File: src/rtl/irq_pkg.sv
// Shared definitions for the hart-side interrupt receiver: mip bit positions,
// mcause exception codes and the request FSM state type.
package irq_pkg;

  localparam int MSI_BIT = 3;
  localparam int MTI_BIT = 7;
  localparam int MEI_BIT = 11;

  localparam logic [3:0] CODE_MSI = 4'd3;
  localparam logic [3:0] CODE_MTI = 4'd7;
  localparam logic [3:0] CODE_MEI = 4'd11;

  typedef enum logic [1:0] {
    IDLE    = 2'd0,
    REQ     = 2'd1,
    IN_TRAP = 2'd2
  } irq_state_e;

endpackage

File: src/rtl/irq_sync.sv
// Multi-flop synchronizer that brings an asynchronous level into the core
// clock domain; every stage clears on reset.
module irq_sync #(
  parameter int STAGES = 2
) (
  input  logic clk,
  input  logic rst_n,
  input  logic level,
  output logic synced
);

  logic [STAGES-1:0] chain;

  // Shift the raw level through the flop chain, oldest sample at the top.
  always_ff @(posedge clk or negedge rst_n) begin
    if (!rst_n) begin
      chain <= '0;
    end else begin
      chain <= {chain[STAGES-2:0], level};
    end
  end

  assign synced = chain[STAGES-1];

endmodule

File: src/rtl/irq_ctrl.sv
// Hart-side interrupt receiver: registers mip from the CLINT lines and the
// synchronized external IRQ, gates it with mie/mstatus.MIE, selects one cause
// by fixed priority and hands it to the core over a req/ack handshake. No new
// request is raised until the handler retires mret.
module irq_ctrl
  import irq_pkg::*;
#(
  parameter int XLEN        = 32,
  parameter int SYNC_STAGES = 2
) (
  input  logic            clk_i,
  input  logic            rst_ni,
  input  logic            timer_irq_i,
  input  logic            software_irq_i,
  input  logic            ext_irq_i,
  input  logic [XLEN-1:0] mie_i,
  input  logic            mstatus_mie_i,
  input  logic            mret_i,
  input  logic            irq_ack_i,
  output logic            irq_req_o,
  output logic [XLEN-1:0] irq_cause_o,
  output logic [XLEN-1:0] mip_o
);

  logic            ext_synced;
  logic [XLEN-1:0] mip_next;
  logic [XLEN-1:0] mip_q;
  logic [XLEN-1:0] pend;
  logic            any_pend;
  logic [3:0]      win_code;
  logic            held_pending;
  logic            load_cause;
  logic            req_next;
  logic            req_q;
  logic [XLEN-1:0] cause_q;
  irq_state_e      state;
  irq_state_e      state_next;

  irq_sync #(
    .STAGES (SYNC_STAGES)
  ) u_ext_sync (
    .clk    (clk_i),
    .rst_n  (rst_ni),
    .level  (ext_irq_i),
    .synced (ext_synced)
  );

  // Assemble the next mip value; only the three machine-level bits exist.
  always_comb begin
    mip_next          = '0;
    mip_next[MSI_BIT] = software_irq_i;
    mip_next[MTI_BIT] = timer_irq_i;
    mip_next[MEI_BIT] = ext_synced;
  end

  // mip follows its sources every cycle; nothing here makes a bit sticky.
  always_ff @(posedge clk_i or negedge rst_ni) begin
    if (!rst_ni) begin
      mip_q <= '0;
    end else begin
      mip_q <= mip_next;
    end
  end

  assign pend     = mip_q & mie_i & {XLEN{mstatus_mie_i}};
  assign any_pend = |pend;

  // Fixed priority MEI > MSI > MTI, plus whether the latched cause is still live.
  always_comb begin
    win_code = CODE_MTI;
    if (pend[MEI_BIT]) begin
      win_code = CODE_MEI;
    end else if (pend[MSI_BIT]) begin
      win_code = CODE_MSI;
    end
    held_pending = 1'b0;
    case (cause_q[3:0])
      CODE_MEI: held_pending = pend[MEI_BIT];
      CODE_MSI: held_pending = pend[MSI_BIT];
      CODE_MTI: held_pending = pend[MTI_BIT];
      default:  held_pending = 1'b0;
    endcase
  end

  // Request FSM next state; ack beats withdrawal, stray ack/mret pulses are ignored.
  always_comb begin
    state_next = state;
    load_cause = 1'b0;
    case (state)
      IDLE: begin
        if (any_pend) begin
          state_next = REQ;
          load_cause = 1'b1;
        end
      end
      REQ: begin
        if (irq_ack_i) begin
          state_next = IN_TRAP;
        end else if (!held_pending) begin
          state_next = IDLE;
        end
      end
      IN_TRAP: begin
        if (mret_i) begin
          state_next = IDLE;
        end
      end
      default: state_next = IDLE;
    endcase
    req_next = (state_next == REQ);
  end

  // State, request and cause registers; the cause only changes when a request is raised.
  always_ff @(posedge clk_i or negedge rst_ni) begin
    if (!rst_ni) begin
      state   <= IDLE;
      req_q   <= 1'b0;
      cause_q <= '0;
    end else begin
      state <= state_next;
      req_q <= req_next;
      if (load_cause) begin
        cause_q <= {1'b1, {(XLEN-5){1'b0}}, win_code};
      end
    end
  end

  assign irq_req_o   = req_q;
  assign irq_cause_o = cause_q;
  assign mip_o       = mip_q;

endmodule
File: config.mk
export PLATFORM = sky130hd
export DESIGN_NAME = irq_ctrl
export DESIGN_NICKNAME = d
export VERILOG_FILES = /design/src/rtl/irq_pkg.sv /design/src/rtl/irq_sync.sv /design/src/rtl/irq_ctrl.sv
export SDC_FILE = /design/constraint.sdc
export NUM_CORES = 1
export LEC_CHECK = 0
export CAP_MARGIN = 0
export CORE_ASPECT_RATIO = 0.9
export CORE_MARGIN = 2
export CORE_UTILIZATION = 27
export DETAILED_ROUTE_END_ITERATION = 8
export GPL_TIMING_DRIVEN = 1
export PLACE_DENSITY = 0.88
export SYNTH_ARGS = -nofsm -noshare
export SYNTH_HDL_FRONTEND = slang
export SYNTH_SLANG_ARGS = --single-unit
File: constraint.sdc
create_clock -name clk_i -period 1.7 [get_ports clk_i]
set_clock_uncertainty 0.15 [all_clocks]
set_input_delay 0.34 -clock clk_i [delete_from_list [all_inputs] [get_ports clk_i]]
set_output_delay 0.34 -clock clk_i [all_outputs]
set_load 0.05 [all_outputs]
# Yosys cells after proc, flatten, opt, wreduce, memory -nomap -nowiden
# Index checks and enable logic that the tools add are counted.
[totals]
ff_bits = 13
input_bits = 40
out_inout_bits = 65
word_cells = 25
[op_classes]
n_eq_ne = 6
muxes = 10
bitwise = 2
n_reduce_logical = 2
[ops]
columns = ["cell", "count"]
rows = [
  ["bitwise AND 12 x 32 -> 32 bit", 1],
  ["bitwise AND 32 bit", 1],
  ["OR reduction 32 bit", 1],
  ["2-to-1 mux 2 bit", 4],
  ["case mux 2 bit (3 select lines)", 1],
  ["equality test 2 x 1 -> 1 bit (second input constant)", 2],
  ["equality test 4 x 2 -> 1 bit (second input constant)", 1],
  ["equality test 4 x 3 -> 1 bit (second input constant)", 1],
  ["equality test 4 bit (second input constant)", 1],
  ["2-to-1 mux 4 bit", 1],
  ["2-to-1 mux 3 bit", 1],
  ["case mux 1 bit (3 select lines)", 1],
  ["equality test 2 bit (second input constant)", 1],
  ["logical NOT 2 bit", 1],
  ["2-to-1 mux 1 bit", 2],
]

# Depth between registers and ports, before layout
[depth]
ltp_word = 7
mapped_depth = 3
depth_no_buf = 3

# By module
# From an unflattened synthesis, not the netlist that was laid out.
[hier_totals]
hier_cells = 90
area_unflattened_um2 = 887.1
[modules_own_cells]
columns = ["mod", "instances", "cells_per_inst", "area_each_um2", "seq_area_each_um2"]
rows = [
  ["irq_ctrl", 1, 88, 837.1, 225.2],
  ["irq_sync", 1, 2, 50.0, 50.0],
]

# Least setup slack after synthesis
# OpenSTA, ideal clock, no wires.
[synth_timing]
path_type = "register -> register"
startpoint = "register mip_q[3], in the netlist mip_o[3]"
endpoint = "register cause_q[2], in the netlist irq_cause_o[2]"
setup_ps = 125
arrival_ps = 1482
required_ps = 1425
slack_ps = -57
path_stages_with_launch = 4
n_path_buf = 0
synth_period_minus_slack_ps = 1757
cell_sequence = "dfrtp_1 a22oi_2 a211oi_4 mux2_4"
[synth_via]
elab_chain_cells = 5
elab_cells_between_ends = 7
classes_between = "4 x mux; 2 x bitwise; 1 x reduce/logical"
[synth_rtl]
columns = ["item", "line", "source"]
rows = [
  ["from (decl)", "irq_ctrl.sv:27", "logic [XLEN-1:0] mip_q;"],
  ["from (signal assigned)", "irq_ctrl.sv:61", "mip_q <= mip_next;"],
  ["bitwise AND 12 x 32 -> 32 bit (*)", "irq_ctrl.sv:65", "assign pend = mip_q & mie_i & {XLEN{mstatus_mie_i}};"],
  ["bitwise AND 32 bit (*)", "irq_ctrl.sv:65", ""],
  ["OR reduction 32 bit", "irq_ctrl.sv:66", "assign any_pend = |pend;"],
  ["2-to-1 mux 1 bit", "irq_ctrl.sv:91", "if (any_pend) begin"],
  ["2-to-1 mux 1 bit", "irq_ctrl.sv:89", "case (state)"],
  ["to (signal assigned)", "irq_ctrl.sv:123", "cause_q <= {1'b1, {(XLEN-5){1'b0}}, win_code};"],
  ["to (decl)", "irq_ctrl.sv:35", "logic [XLEN-1:0] cause_q;"],
]
# Mark *: on every way between the ends. The rest lies on a longest branch, timed or not.
# A chain may end at the register's enable or synchronous reset.

# Worst setup path in the final report
[layout_timing]
startpoint = "input port mie_i[3]"
endpoint = "register cause_q[2], in the netlist irq_cause_o[2]"
[layout_via]
elab_chain_cells = 5
elab_cells_between_ends = 7
classes_between = "4 x mux; 2 x bitwise; 1 x reduce/logical"
[layout_rtl]
columns = ["item", "line", "source"]
rows = [
  ["from (decl)", "irq_ctrl.sv:16", "input logic [XLEN-1:0] mie_i,"],
  ["bitwise AND 12 x 32 -> 32 bit (*)", "irq_ctrl.sv:65", ""],
  ["bitwise AND 32 bit (*)", "irq_ctrl.sv:65", ""],
  ["OR reduction 32 bit", "irq_ctrl.sv:66", ""],
  ["2-to-1 mux 1 bit", "irq_ctrl.sv:91", ""],
  ["2-to-1 mux 1 bit", "irq_ctrl.sv:89", ""],
]
# Marks and branches as above.

==> results.sh <==
export IMPL_outcome="completed"
export IMPL_die_w_um=64.4
export IMPL_finalCritPeriodShare_pct=94.1
export IMPL_area_delta_synth_final_pct=17.5
export IMPL_synth_area_sq_um=887
export IMPL_cts_buffers=3
export IMPL_routed_wl_um=1240
export IMPL_post_drt_wl_per_cell_um=7.97
export IMPL_required_ps=1700
export IMPL_synthCells=90
export IMPL_grt_max_degree=12
export IMPL_track_usage_pct=6.86
export IMPL_htreeDepth=1
export IMPL_synth_distinct_cells=17
export IMPL_setup_ws_ps=101
export IMPL_rsz0062_at_grt="false"
export IMPL_first_global_vias=403
export IMPL_place_area_sq_um=1020
export IMPL_yosysMostFrequentCell="buf_4"
export IMPL_die_height_um=58.4
export IMPL_initial_core_util_pct=28.7
export IMPL_r2r_start="mip_o[3]"
export IMPL_core_sq_um=3090
export IMPL_timing_worst_setup_path_type="in -> reg"
export IMPL_drive_above_1_share_pct=19.5
export IMPL_rr_worst_depth=3
export IMPL_cp_arrival_ps=1600
export IMPL_grt_antenna_before_repair=0
export IMPL_grt_pass1_wl_um=1950
export IMPL_cts_setup_buffers=0
export IMPL_slew_viol_final=0
export IMPL_syn_area_per_cell_sq_um=9.86
export IMPL_place_port_buffers=19
export IMPL_drt_iter0_drc=2
export IMPL_synth_ff_type="dfrtp_1"
export IMPL_vias_per_cell=3.09
export IMPL_ys_seq_area_share_pct=31.0
export IMPL_synth_top_area_share_pct=49.1
export IMPL_rr_endpoint="irq_cause_o[2]"
export IMPL_fillers=336
export IMPL_vias=479
export IMPL_timing_hold_ws_ps=201
export IMPL_min_to="mip_o[11]"
export IMPL_p_leak_uw=0.000537
export IMPL_clk_latency_ps=260
export IMPL_dieArea_sq_um=3760
export IMPL_startpoint_type="input port"
export IMPL_drc=0
export IMPL_drv_cap=0
export IMPL_finalSetupViolCount=0
export IMPL_cts_path_max_buffers=2
export IMPL_async_flop_share_pct=100
export IMPL_synth_edf_count=0
export IMPL_drtAntennaViolNets=0
export IMPL_crit_path_end_kind="flip-flop"
export IMPL_path_clk_slew_ps=70
export IMPL_rows=19
export IMPL_overflow=0
export IMPL_ys_ff_latch=11
export IMPL_timing_hold_violations_final=0
export IMPL_pre_cts_slack_ps=-177
export IMPL_final_area_sq_um=1040
export IMPL_fin_crit_ps=1600
export IMPL_nets=154
export IMPL_cts_tree="done"
export IMPL_synth_top_cell_by_area="buf_4"
export IMPL_boundaryPins=105
export IMPL_hpwl_um=1110
export IMPL_synth_area_leaders="buf_4, dfrtp_1, mux2_4, a211oi_4, nand4b_1"
export IMPL_netlist_top_cells_count="buf_4, dfrtp_1, nand2_1"
export IMPL_ctsHoldBuffers=0
export IMPL_hold_path_class="reg -> reg"
export IMPL_min_delay_path_depth=0
export IMPL_clock_sinks=11
export IMPL_root_buffer="clkbuf_4"
export IMPL_globalplace_congestion=0.782
export IMPL_power_density_nw_per_um2=947
export IMPL_ctsResizeCount=0
export IMPL_drtPass1Iterations=2
export IMPL_ir_drop_uv=499
export IMPL_rrSetupSlack_ps=270
export IMPL_hp_start="u_ext_sync.chain[1]"
export IMPL_path_max_fanout=3
export IMPL_seq_area_sq_um=278
export IMPL_diodes=0
export IMPL_multi_input_area_sq_um=383
export IMPL_yosysWarnings=0
export IMPL_fmax_ghz=0.625
## logic make-up (layout without fill, tap and decap cells)
| logic type | count (synthesis) | after routing | share of synthesized area, % |
|---|---|---|---|
| buffers and inverters | 58 | 26 | 49.1 |
| and+or+nand+nor | 13 | 13 | 10.0 |
| AOI/OAI and AO/OA | 5 | 5 | 6.06 |
| muxes | 2 | 2 | 3.39 |
| DFF | 11 | 11 | 31.0 |
| other | 1 | 56 | 0.423 |
## stage by stage
| stage | utilization [%] | TNS (ps) | total power (uW) | cells |
|---|---|---|---|---|
| finish | 33.7 | 0 | 987 | 155 |
| global placement | 32.9 | -382 | 814 | 151 |
| detailed placement | 32.9 | -501 | 819 | 151 |
| floorplan | - | 0 | 793 | 145 |
| CTS | 33.7 | 0 | 998 | 155 |
| global route | 33.7 | 0 | 1040 | 155 |
## per-layer routing
layer / up-vias / routed length (um) / part of all wire [%] / track usage [%]
met5: - / 0 / 0 / 0
met4: 0 / 0 / 0 / 0
met3: 0 / 169 / 14 / 4.97
met2: 35 / 653 / 53 / 11.5
met1: 222 / 413 / 33 / 7.62
li1: 222 / - / - / -
## power by group
part           internal (uW)  total (uW)  switching (uW)
clock network           90.6         173            82.6
registers                287         320            33.4
logic                    127         494             367
total                    504         987             483
## layout make-up
cell class | instances | area share (%)
Timing Repair Buffer | 22 | 29.1
Multi-Input combinational cell | 76 | 36.7
Tap cell | 42 | 5.04
Sequential cell | 11 | 26.7
Clock buffer | 4 | 2.52
## state kept, by name, indices dropped and copies added, names as in the netlist
name and count:
irq_req_o 1, state 2, u_ext_sync.chain 2, irq_cause_o 3, mip_o 3
## worst max-delay path: stages
cell and delay, ps:
clkdlybuf4s50_1 510, a22oi_2 110, a211oi_4 320, mux2_4 320
## placed cells by master (no fill, tap or decap), drive strengths merged
| cell type | instances |
|---|---|
| dfrtp | 11 |
| nand2 | 3 |
| buf | 12 |
| a211oi | 1 |
| nand4b | 2 |
| mux2 | 2 |
| clkbuf | 4 |
| a21o | 2 |
| a22oi | 1 |
| conb | 56 |
| nand4bb | 1 |
| nor3 | 1 |
| nand2b | 3 |
| o22ai | 1 |
| nand3 | 1 |
| clkdlybuf4s50 | 10 |
| or2 | 1 |
| and3 | 1 |
## how the worst max path moves through the flow
stage / from / end / slack [ps]
2_1_floorplan: mip_o[7] / irq_cause_o[2] / 8
3_3_place_gp: mie_i[3] / irq_cause_o[3] / -150
3_5_place_dp: mie_i[3] / irq_cause_o[2] / -180
4_1_cts: mie_i[3] / irq_cause_o[2] / 110
5_1_grt: mie_i[3] / irq_cause_o[2] / 60
6_report: mie_i[3] / irq_cause_o[2] / 100
Power figures use the tool's default switching activity.
==> variant 1: new RTL, same settings <==
Change the parameter `XLEN` from 32 to 36.
--- a/src/rtl/irq_ctrl.sv
+++ b/src/rtl/irq_ctrl.sv
@@ -5,7 +5,7 @@
 module irq_ctrl
   import irq_pkg::*;
 #(
-  parameter int XLEN        = 32,
+  parameter int XLEN        = 36,
   parameter int SYNC_STAGES = 2
 ) (
   input  logic            clk_i,
Ports: changed (resized irq_cause_o, mie_i and mip_o); port bits go from 105 to 117. The function was not compared with the original's and may differ.
==> variant 1 against the original RTL <==
  * Power is 12% higher
  * Synthesized area rose by 6.8%
  * Synthesized cell count grew 8.9%
  * Cell area increased by 4.9%
  * Routed wire length fell by 4.2%
  * Non-clock buffer count stayed put
  * Die area increased by 6.3%
  * Sequential cell count is the same
  * Worst setup slack lost 0.020 ns
  * Critical path type unchanged
==> variant 1: results (changes against the original RTL) <==
status: completed (unchanged)
global placement routability congestion: 0.764 (was 0.782)
Skew-Pair Late Insertion Delay: 0.23 ns (was 0.26 ns)
clock period minus worst slack: 1.62 ns (was 1.60 ns)
vias in the first global route: 383 (was 403)
area share of xor/xnor cells in the synthesized design: 0% (unchanged)
fraction of synthesized area in multiplexers: 3.17% (was 3.39%)
pin count of the biggest net entering global routing: 12 (unchanged)
WL per Instance: 7.18 um (was 7.97 um)
post-DP HPWL: 1.09 mm (was 1.11 mm)
average via count per standard cell: 3.10 (was 3.09)
worst min-delay path startpoint: u_ext_sync.chain[0] (was u_ext_sync.chain[1])
largest fanout on the critical path: 3 (unchanged)
proportion of layout cells with a drive suffix above 1: 18.2% (was 19.5%)
cell leakage power: 0.570 nW (was 0.537 nW)
post-synth cell types: 17 (unchanged)
CTS max path bufs: 2 (unchanged)
number of antenna violations at the first check in global routing: 0 (unchanged)
Synth Area in Compound Gates: 5.68% (was 6.06%)
Reg-to-Reg Start: mip_o[3] (unchanged)
CTS H-tree depth: 1 (unchanged)
critical path data arrival time: 1.58 ns (was 1.60 ns)
Area contributors post-synth: buf_4 (52%), dfrtp_1 (29%), mux2_4 (3.2%) (was buf_4 (49%), dfrtp_1 (31%), mux2_4 (3.4%))
launch point of the critical path: mstatus_mie_i (was mie_i[3])
sequential element share of the synthesized area: 29.1% (was 31.0%)
Synth Area in Adders: 0% (unchanged)
total instance count after detailed placement: 161 (was 151)
most instantiated cells after synthesis: buf_4 (66), dfrtp_1 (11), nand2_1 (3) (was buf_4 (58), dfrtp_1 (11), nand2_1 (3))
count of nets after finishing: 166 (was 154)
number of fillers in the final layout: 352 (was 336)
maximum resistive drop on vdd: 518 uV (was 499 uV)
vias after detailed routing: 511 (was 479)
global-route usage over all layers: 5.76% (was 6.86%)
Tightest Pin Transition: 0.501 ns
Power Internal: 579 uW (was 504 uW)
setup repair bufs after CTS: 0 (unchanged)
Top FF cell, synth: dfrtp_1 (unchanged)
PortBufs: 19 (unchanged)
worst-case register-to-register setup slack: 0.28 ns
iteration count of the initial detailed-routing pass: 2 (unchanged)
root buf cell: clkbuf_8 (was clkbuf_4)
Hold Worst Slack: 0.195 ns (was 0.201 ns)
Register-to-Register Path Depth: 3 (unchanged)
Yosys warning total: 0 (unchanged)
cts bufs inserted: 3 (unchanged)
Resized Gates After CTS: 0 (unchanged)
mean instance size in the synthesized netlist: 9.66 um2 (was 9.86 um2)
wire length of the first global-routing pass: 1.70 mm (was 1.95 mm)
worst setup timing slack at the placement stage: -0.170 ns (was -0.177 ns)
initial drt markers: 3 (was 2)
clk slew on worst S/H paths: 0.05 ns (was 0.07 ns)
async set-reset flop share out of synthesis: 100% (unchanged)
count of cells along the worst hold path: 0 (unchanged)
worst hold path class: reg2reg (unchanged)
number of antenna diodes: 0 (unchanged)
==> variant 1: cell types whose count changed after synthesis, sizes merged <==
cell  before  now
buf       58   66
==> variant 1: critical path: stages <==
cell	delay [ns]
clkdlybuf4s50_1	0.55
nand2b_4	0.08
a211oi_4	0.28
mux2_4	0.32
==> variant 1: cell families after synthesis <==
logic type | Yosys count
DFF | 11
AOI/OAI and AO/OA | 5
and+or+nand+nor | 13
muxes | 2
other | 1
buffers and inverters | 66
==> variant 1: power by group through the flow <==
stage	Sequential, mW	Clock [mW]	Combinational, mW
after floorplan	0.368	0	0.478
after global placement	0.323	0	0.532
after detailed placement	0.325	0	0.534
after CTS	0.321	0.260	0.534
after global routing	0.324	0.279	0.555
final	0.321	0.248	0.534
==> variant 1: through the flow <==
step                setup TNS [ns]  cell area, um2
finish                           0            1090
global route                     0            1090
CTS                              0            1090
detailed placement          -0.448            1050
global placement            -0.366            1050
floorplan                        0            1190
==> variant 1: worst paths after layout <==
path | endpoint
min | u_ext_sync.chain[1]
max in group asynchronous | mip_o[11]
max | irq_cause_o[2]
max reg2reg | irq_cause_o[2]
min reg2reg | u_ext_sync.chain[1]
min in group asynchronous | mip_o[7]
==> variant 1: routing by layer <==
| layer | up-vias | part of all wire [%] | global-route usage, % |
|---|---|---|---|
| li1 | 231 | - | - |
| met1 | 235 | 33 | 5.52 |
| met2 | 45 | 52 | 10.6 |
| met3 | 0 | 15 | 3.77 |
| met4 | 0 | 0 | 0.875 |
| met5 | - | 0 | 0 |
==> variant 1: cell type report <==
| cell class | count | area share [%] |
|---|---|---|
| well taps | 44 | 5.03 |
| clock buffers | 4 | 4.12 |
| multi-input cells | 84 | 37.8 |
| repair buffers | 22 | 27.7 |
| flip-flops and latches | 11 | 25.4 |
==> variant 2: new RTL, same flow settings <==
Made on the original files. Reset style: synchronous (`rst_n` and `rst_ni`), changed in 3 clocked blocks. Comments in the files are not updated.
--- a/src/rtl/irq_sync.sv
+++ b/src/rtl/irq_sync.sv
@@ -12,7 +12,7 @@
   logic [STAGES-1:0] chain;
 
   // Shift the raw level through the flop chain, oldest sample at the top.
-  always_ff @(posedge clk or negedge rst_n) begin
+  always_ff @(posedge clk) begin
     if (!rst_n) begin
       chain <= '0;
     end else begin
--- a/src/rtl/irq_ctrl.sv
+++ b/src/rtl/irq_ctrl.sv
@@ -54,7 +54,7 @@
   end
 
   // mip follows its sources every cycle; nothing here makes a bit sticky.
-  always_ff @(posedge clk_i or negedge rst_ni) begin
+  always_ff @(posedge clk_i) begin
     if (!rst_ni) begin
       mip_q <= '0;
     end else begin
@@ -111,7 +111,7 @@
   end
 
   // State, request and cause registers; the cause only changes when a request is raised.
-  always_ff @(posedge clk_i or negedge rst_ni) begin
+  always_ff @(posedge clk_i) begin
     if (!rst_ni) begin
       state   <= IDLE;
       req_q   <= 1'b0;
Check against the original RTL: differs if rst_ni is asserted again (counterexample within 4 cycles, from zero or initial values and one cycle with rst_ni low); with rst_ni held inactive, the same outputs for 10 cycles.
==> variant 2 against the original RTL <==
  * Cell area is 3.8% higher
  * Routed wire length up 2.8%
  * Worst setup slack worse by 0.026 ns
  * Sequential cell count stayed put
  * Power fell by 4.6%
  * Synthesized area rose by 2.8%
  * Largest cell class unchanged
==> variant 2: results (changes against the original RTL) <==
status: completed (unchanged)
pin count of the biggest net entering global routing: 13 (was 12)
worst setup timing slack at the placement stage: -0.173 ns (was -0.177 ns)
worst hold path class: reg2reg (unchanged)
iteration count of the initial detailed-routing pass: 5 (was 2)
average via count per standard cell: 3.28 (was 3.09)
Resized Gates After CTS: 0 (unchanged)
number of fillers in the final layout: 356 (was 336)
global-route usage over all layers: 6.86% (about the same)
sequential element share of the synthesized area: 24.1% (was 31.0%)
Reg-to-Reg Start: mip_o[3] (unchanged)
count of hold buffers inserted by post-cts repair: 0 (unchanged)
WL per Instance: 7.70 um (was 7.97 um)
critical path data arrival time: 1.60 ns (about the same)
PortBufs: 19 (unchanged)
reg-to-reg endpoint: irq_req_o (was irq_cause_o[2])
wire length of the first global-routing pass: 1.93 mm (was 1.95 mm)
global placement routability congestion: 0.805 (was 0.782)
total of max-cap violations: 0 (unchanged)
number of antenna violations at the first check in global routing: 0 (unchanged)
CTS H-tree depth: 1 (unchanged)
cts bufs inserted: 3 (unchanged)
Synth Area in Adders: 0% (unchanged)
area share of xor/xnor cells in the synthesized design: 0% (unchanged)
Skew-Pair Late Insertion Delay: 0.24 ns (was 0.26 ns)
count of nets after finishing: 162 (was 154)
launch point of the critical path: mie_i[3] (unchanged)
Crit Path Class: in2reg (unchanged)
proportion of layout cells with a drive suffix above 1: 16.5% (was 19.5%)
count of cells along the worst hold path: 1 (was 0)
setup repair bufs after CTS: 0 (unchanged)
Top FF cell, synth: dfxtp_1 (was dfrtp_1)
cell leakage power: 0.502 nW (was 0.537 nW)
maximum resistive drop on vdd: 422 uV (was 499 uV)
largest fanout on the critical path: 4 (was 3)
worst-case register-to-register setup slack: 0.26 ns
Yosys warning total: 0 (unchanged)
most instantiated cells after synthesis: buf_4 (58), dfxtp_1 (11), and2_1 (6) (was buf_4 (58), dfrtp_1 (11), nand2_1 (3))
post-DP HPWL: 1.08 mm (was 1.11 mm)
initial drt markers: 3 (was 2)
Synth Area in Compound Gates: 11.4% (was 6.06%)
Power Internal: 505 uW (was 504 uW)
async set-reset flop share out of synthesis: 0% (was 100%)
post-synth cell types: 22 (was 17)
Area contributors post-synth: buf_4 (48%), dfxtp_1 (24%), and2_1 (4.1%) (was buf_4 (49%), dfrtp_1 (31%), mux2_4 (3.4%))
clk slew on worst S/H paths: 0.05 ns (was 0.07 ns)
fraction of synthesized area in multiplexers: 1.10% (was 3.39%)
vias in the first global route: 439 (was 403)
Register-to-Register Path Depth: 3 (unchanged)
root buf cell: clkbuf_8 (was clkbuf_4)
CTS max path bufs: 2 (unchanged)
number of antenna diodes: 0 (unchanged)
==> variant 2: cell count changes in the layout (fill, tap and decap cells not counted), sizes merged, moves of 3 or more <==
cell    delta
and2       +6
dfrtp     -11
dfxtp     +11
nand2b     -3
o311a      +3
==> variant 2: worst max-delay path, stage by stage <==
cell and delay (ns):
clkdlybuf4s50_1 0.48, a22oi_2 0.29, a211oi_4 0.13, o311a_1 0.36
==> variant 2: power by group through the flow <==
stage | combinational, mW | sequential (mW) | clock (mW)
after floorplan | 0.407 | 0.303 | 0
after global placement | 0.397 | 0.283 | 0
after global routing | 0.418 | 0.279 | 0.279
after CTS | 0.399 | 0.279 | 0.264
final | 0.403 | 0.279 | 0.261
after detailed placement | 0.399 | 0.284 | 0
==> variant 2: through the flow <==
step	hold WS [ns]	std cells	power (mW)	utilization, %	area (um2)
2_1_floorplan	0.262	155	0.710	-	1120
3_3_place_gp	0.267	161	0.680	31.2	1030
3_5_place_dp	0.275	161	0.682	31.2	1030
4_1_cts	0.286	165	0.942	32.5	1070
5_1_grt	0.299	165	0.977	32.8	1080
6_report	0.285	165	0.942	32.8	1080
==> variant 2: metal layers <==
metal | global-route usage (%) | share of wire [%]
met1 | 6.64 | 33
met2 | 12.4 | 54
met3 | 1.90 | 9.9
met4 | 5.36 | 3.0
met5 | 0 | 0
==> variant 2: logic make-up (layout without fill, tap and decap cells) <==
family                 after synthesis  in the layout
buffers and inverters               60             26
and+or+nand+nor                     18             18
DFF                                 11             11
AOI/OAI and AO/OA                    9              9
other                                1             56
muxes                                1              1
==> variant 2: how the worst min path moves through the flow <==
| stage | to | start | slack, ns |
|---|---|---|---|
| 3_3_place_gp | mip_o[11] | u_ext_sync.chain[1] | 0.27 |
| 5_1_grt | u_ext_sync.chain[1] | u_ext_sync.chain[0] | 0.30 |
| 6_report | u_ext_sync.chain[1] | u_ext_sync.chain[0] | 0.28 |
| 4_1_cts | u_ext_sync.chain[1] | u_ext_sync.chain[0] | 0.29 |
| 3_5_place_dp | u_ext_sync.chain[1] | u_ext_sync.chain[0] | 0.27 |
| 2_1_floorplan | mip_o[11] | u_ext_sync.chain[1] | 0.26 |
==> variant 2: cell type report <==
cell class | count | area, um2 | area share, %
Sequential cell | 11 | 220 | 20.3
Timing Repair Buffer | 21 | 295 | 27.3
Inverter | 1 | 3.75 | 0.347
Multi-Input combinational cell | 84 | 463 | 42.8
Clock buffer | 4 | 45.0 | 4.16
Tap cell | 44 | 55.1 | 5.09
